**src/rtl/fetch_pkg.sv**
```systemverilog
// Shared types and constants for the instruction-fetch stage.
package fetch_pkg;
  localparam int XLEN = 32;
  localparam logic [XLEN-1:0] PC_INCR = 32'd4;

  typedef enum logic [1:0] {
    IDLE,
    WAIT,
    KILL
  } fetch_state_t;
endpackage

```
**src/rtl/fetch_unit.sv**
```systemverilog
// Instruction fetch: PC register, req/ack fetch FSM and a one-entry
// valid/ready buffer facing the IF/ID boundary.
module fetch_unit
  import fetch_pkg::*;
#(
  parameter logic [XLEN-1:0] RESET_PC = 32'h0000_0000
) (
  input  logic            clk,
  input  logic            rst,
  output logic [XLEN-1:0] pc_plus4_o,
  input  logic [XLEN-1:0] pc_next_i,
  input  logic            redirect_i,
  output logic            imem_req_o,
  output logic [XLEN-1:0] imem_addr_o,
  input  logic            imem_ack_i,
  input  logic [XLEN-1:0] imem_rdata_i,
  output logic            if_valid_o,
  output logic [XLEN-1:0] if_instr_o,
  output logic [XLEN-1:0] if_pc_o,
  input  logic            if_ready_i
);

  fetch_state_t    state, state_nxt;
  logic [XLEN-1:0] pc_q, req_addr_q, instr_q, bpc_q;
  logic            valid_q;
  logic            req, load, capture;

  // Low address bits of the redirect target are discarded by design.
  logic unused_pc_bits;
  assign unused_pc_bits = ^pc_next_i[1:0];

  assign pc_plus4_o = pc_q + PC_INCR;
  assign imem_req_o = req && !rst;
  assign if_valid_o = valid_q;
  assign if_instr_o = instr_q;
  assign if_pc_o    = bpc_q;

  always_comb begin
    state_nxt   = state;
    req         = 1'b0;
    load        = 1'b0;
    capture     = 1'b0;
    imem_addr_o = pc_q;
    case (state)
      IDLE: begin
        req = !valid_q || if_ready_i;
        if (req) begin
          if (imem_ack_i) begin
            load = !redirect_i;
          end else begin
            capture   = 1'b1;
            state_nxt = redirect_i ? KILL : WAIT;
          end
        end
      end
      WAIT: begin
        req         = 1'b1;
        imem_addr_o = req_addr_q;
        if (imem_ack_i) begin
          load      = !redirect_i;
          state_nxt = IDLE;
        end else if (redirect_i) begin
          state_nxt = KILL;
        end
      end
      KILL: begin
        // Response belongs to a squashed path; just wait it out.
        req         = 1'b1;
        imem_addr_o = req_addr_q;
        if (imem_ack_i) state_nxt = IDLE;
      end
      default: state_nxt = IDLE;
    endcase
  end

  always_ff @(posedge clk) begin
    if (rst) begin
      state      <= IDLE;
      pc_q       <= RESET_PC;
      req_addr_q <= RESET_PC;
      valid_q    <= 1'b0;
      instr_q    <= '0;
      bpc_q      <= '0;
    end else begin
      state <= state_nxt;
      if (capture) req_addr_q <= pc_q;

      if (redirect_i)  pc_q <= {pc_next_i[XLEN-1:2], 2'b00};
      else if (load)   pc_q <= pc_plus4_o;

      // Redirect flushes even a stalled buffer; a load in a drain cycle replaces it.
      if (redirect_i) begin
        valid_q <= 1'b0;
      end else if (load) begin
        valid_q <= 1'b1;
        instr_q <= imem_rdata_i;
        bpc_q   <= imem_addr_o;
      end else if (if_ready_i) begin
        valid_q <= 1'b0;
      end
    end
  end

endmodule

```
**config.mk**
```make
export PLATFORM = sky130hd
export DESIGN_NAME = fetch_unit
export DESIGN_NICKNAME = d
export VERILOG_FILES = /design/src/rtl/fetch_pkg.sv /design/src/rtl/fetch_unit.sv
export SDC_FILE = /design/constraint.sdc
export NUM_CORES = 1
export LEC_CHECK = 0
export CAP_MARGIN = 15
export CORE_MARGIN = 3
export CORE_UTILIZATION = 60
export CTS_BUF_LIST = sky130_fd_sc_hd__clkbuf_8
export DETAILED_ROUTE_END_ITERATION = 10
export DONT_BUFFER_PORTS = 1
export HOLD_SLACK_MARGIN = 0.12
export PLACE_DENSITY = 0.84
export SYNTH_ARGS = -nofsm -noshare
export SYNTH_HDL_FRONTEND = slang
export SYNTH_SLANG_ARGS = --single-unit
```
**constraint.sdc**
```tcl
create_clock -name clk -period 2.6 [get_ports clk]
set_input_delay 0.52 -clock clk [delete_from_list [all_inputs] [get_ports clk]]
set_output_delay 0.52 -clock clk [all_outputs]
set_load 0.05 [all_outputs]
```
==> After elaboration in Yosys (flattened, before gate mapping) <==
Cells that the tools add are included.
{ "classes": {"add_sub_neg": 1, "eq_ne": 6, "muxes": 19, "bitwise_logic": 1, "reduce_logical": 12} }
{ "ops": {"columns": ["cell", "n"], "rows": [
  ["$mux W32", 3],
  ["$add A32 B3 Y32 const B", 1],
  ["$mux W2", 6],
  ["$mux W1", 7],
  ["$ne A2 B2 Y1 const B", 3],
  ["$pmux W2 S3", 1],
  ["$pmux W1 S2", 2],
  ["$reduce_and A4 Y1", 1],
  ["$reduce_bool A2 Y1", 2],
  ["$reduce_or A2 Y1", 2],
  ["$logic_not A1 Y1", 3],
  ["$ne A3 B3 Y1 const B", 1],
  ["$eq A2 B1 Y1 const B", 1],
  ["$eq A2 B2 Y1 const B", 1],
  ["$logic_not A2 Y1", 1],
  ["$reduce_and A2 Y1", 1],
  ["$logic_and A1 B1 Y1", 1],
  ["$logic_or A1 B1 Y1", 1],
  ["$not A1 Y1", 1]
]} }
{ "totals": {"ff_bits": 131, "out_inout_bits": 130, "elab_cells": 46} }

==> Depth between registers and ports, before layout <==
{ "depth": {"word_depth": 6, "mapped_depth": 8, "depth_no_buf": 6} }

==> Worst setup path before layout <==
No wires, ideal clock.
{ "synth_path": {"path_type": "flip-flop to output port", "startpoint": "register pc_q[2]", "endpoint": "output port pc_plus4_o[28]", "arrival_time_ns": 2.426, "setup_slack_ns": -0.346, "stages_incl_launch_ff": 7, "path_cell_list": "dfxtp_1 -> ha_1 -> nand3_1 -> nor4_1 -> clkbuf_1 -> nand2_1 -> xnor2_1"} }
{ "synth_between": {"elab_chain_len": 1} }
{ "synth_rtl": {"columns": ["item", "line_no", "source"], "rows": [
  ["from (decl)", "fetch_unit.sv:24", "logic [XLEN-1:0] pc_q, req_addr_q, instr_q, bpc_q;"],
  ["from (signal assigned)", "fetch_unit.sv:88", "if (redirect_i) pc_q <= {pc_next_i[XLEN-1:2], 2'b00};"],
  ["from (signal assigned)", "fetch_unit.sv:89", "else if (load) pc_q <= pc_plus4_o;"],
  ["$add A32 B3 Y32", "fetch_unit.sv:32", "assign pc_plus4_o = pc_q + PC_INCR;"],
  ["to (decl)", "fetch_unit.sv:10", "output logic [XLEN-1:0] pc_plus4_o,"]
]} }
No other way between the ends.

==> Worst setup path in the final report <==
{ "layout_path": {"startpoint": "register pc_q[2]", "endpoint": "output port pc_plus4_o[30]"} }
The elaborated chain is that of the path after synthesis.

==> results.cfg <==
[route]
met2_length_um = 10700
routed_wl_um = 21900
vias_per_cell = 6.81
first_pass_iters = 8
wl_met3_um = 2470
ant_nets = 0
wire_per_inst_um = 22.3
drt-met1-wl_um = 7820
vias = 6683
drt-initial-drc-count = 844
top_layer = met4
drc = 0

[status]
violations = negative setup slack
status = complete, but fails checks

[floorplan]
die_area_um2 = 11800
io_pins = 199
die_w_um = 109
chipHeight_um = 109
coreArea_um2 = 10000
start_util = 0.632
rows = 36

[setup_path]
worstPathRequired_ns = 2.08
crit_path_start_kind = register
cp-end-kind = output pin
critical_path_class = reg -> out
cp.arrival_ns = 2.21
worst-path-max-fanout = 6
r2r_slack_ns = 0.19

[pwr]
power_mw = 6.08
leakagePower_nw = 3.06
power_density_nw_per_um2 = 746
vdd_drop_max_mv = 0.461

[clock_tree]
postCtsHoldBufs = 0
cts_max_level = 4
cts.clk_slew.worst_paths_ns = 0.08
root_buffer = clkbuf_8
cts_sinks = 125
cts_buffers = 17
cts_tree = done
clock_path_buffers = 2
insertion_delay_ns = 0.44

[sta]
setup_viol = 15
worstMarginPinSlew_ns = 0.708
setup-tns-final_ns = -0.776
fmax_ghz = 0.366
hold_viol_final = 0
rsz0062_at_grt = yes
final-max-slew-violation-count = 0
setup_slack_ns = -0.132
finClkSkew_ns = 0.00842
maxSlewHeadroom = 0.526
holdWs_ns = 0.151
period_needed_ns = 2.73
finalCritPeriodShare = 1.05

[logic_synthesis]
synthAdderAreaFrac = 0.00991
synth_top_family_by_area = simple AND/OR/NAND/NOR gates
avgSynthCellArea_um2 = 7.84
netlist_area_um2 = 6310
yosysMostFrequentCell = dfxtp_1
synth_top_area_cell = dfxtp_1
yosys.area.top_type_share = 0.396
synthDistinctLibCells = 51
synth_simple_gate_area_frac = 0.239
synth_edf_count = 0
async_flop_share = 0
synth_flop_cell = dfxtp_1
synth_compound_area_frac = 0.196
synth_commonest_cells = dfxtp_1 (125), a21oi_1 (99), nand2_1 (89), nor3_1 (69), clkbuf_1 (67)
yosysSeqAreaShare = 0.396
synth_xor_area_frac = 0.0402
ys_warn_count = 0
synth_area_leaders = dfxtp_1 (40%), a21oi_1 (7.8%), nor3_1 (5.5%), nand2_1 (5.3%), mux2_2 (4.3%)
muxShareOfSynthArea = 0.0428
ys_seq_elements = 125
syn_inst = 805

[placed_design]
placedCellCount = 930
io_buffers = 0
place_hpwl_um = 12900
gp_congestion = 0.881
dp_slack_ns = 0.139

[global_routing]
track_usage = 0.338
grt_pass1_vias = 6313
grt_antenna_before_repair = 0
grt_pass1_wl_um = 31500
overflow = 0
grt_max_degree = 127

[finish]
drive_gt1_frac = 0.278
syn2layout_area_growth_pct = 29.0
layout.cells.non_filler = 982
diodes = 0
nNetsFinal = 910
nFillCells = 552

[hold_path]
hp-class = in -> reg

[run]
drv_cap = 0
## stage by stage
step	utilization	area, µm²
final	0.815	8150
after floorplan	-	6540
after detailed placement	0.714	7140
after CTS	0.782	7820
after global routing	0.815	8150
after global placement	0.714	7140
## critical path: stages (launching register included)
cell and delay [ns]:
dfxtp_4 0.38, ha_4 0.15, nand3_4 0.13, buf_4 0.18, nor4_2 0.36, nand3_2 0.19
xnor2_4 0.22, buf_12 0.16
## worst paths after layout
path | from | endpoint | cells past startpoint
min reg2reg | req_addr_q[23] | req_addr_q[23] | 2
min | rst | req_addr_q[11] | 1
max | pc_q[2] | pc_plus4_o[30] | 7
max reg2reg | state[0] | pc_q[2] | 7
## logic make-up (layout without fill, tap and decap cells)
group                      after synthesis  count (layout)
and+or+nand+nor                        300             301
AOI/OAI and AO/OA                      207             207
DFF                                    125             125
buffers and inverters                  114             152
xor gates and xnor gates                29              29
muxes                                   24              24
adders and majority gates                5               5
other                                    1               6
## layout make-up
| type | instances | area, µm² | share of cell area |
|---|---|---|---|
| multi-input combinational | 572 | 3890 | 0.478 |
| sequential | 125 | 2540 | 0.311 |
| timing repair buffer | 101 | 1030 | 0.126 |
| clock buffer | 19 | 262 | 0.0321 |
| clock inverter | 13 | 189 | 0.0232 |
| tap | 133 | 166 | 0.0204 |
| inverter | 19 | 72.6 | 0.00891 |
## flip-flops by register name, summed over array words and instances (netlist names)
name / flops
if_instr_o: 32
state: 2
req_addr_q: 30
if_valid_o: 1
pc_q: 30
if_pc_o: 30
## cells in the final DEF (no fill, tap or decap), types with 6 or more instances in the layout
master,synthesis,final
dfxtp_2,0,12
nor3_1,69,65
conb_1,1,6
a311oi_1,19,19
o21ai_1,0,6
nor2_1,31,27
and3_1,7,6
or3_1,9,8
mux2_4,0,19
nand2_1,89,83
buf_6,0,7
nand4_1,11,11
a21oi_1,99,99
clkbuf_8,0,19
xnor2_4,0,6
o21ai_0,51,44
nor2b_1,6,6
buf_12,0,17
inv_1,19,18
o31a_1,6,6
dfxtp_1,125,108
o31ai_1,6,6
buf_4,9,74
nand3_1,45,42
xnor2_2,0,8
and4_1,8,7
## report_power, final
part | switching (mW) | internal (mW) | total (mW)
registers | 0.433 | 2.07 | 2.51
clock network | 0.830 | 1.10 | 1.93
logic | 1.10 | 0.542 | 1.64
total | 2.36 | 3.71 | 6.08
## per-layer routing
metal / track usage / up-vias
met5: 0 / -
met3: 0.109 / 99
met4: 0.140 / 0
met1: 0.388 / 3129
met2: 0.579 / 530
li1: - / 2925
## repair_timing
item,in CTS,in global routing
buffers inserted,10,7
gates resized for setup,35,59
setup endpoints to repair,19,43
endpoints found under the hold margin,0,0
cloned,0,2
pin swaps,10,14
(Power assumes the default switching activity.)
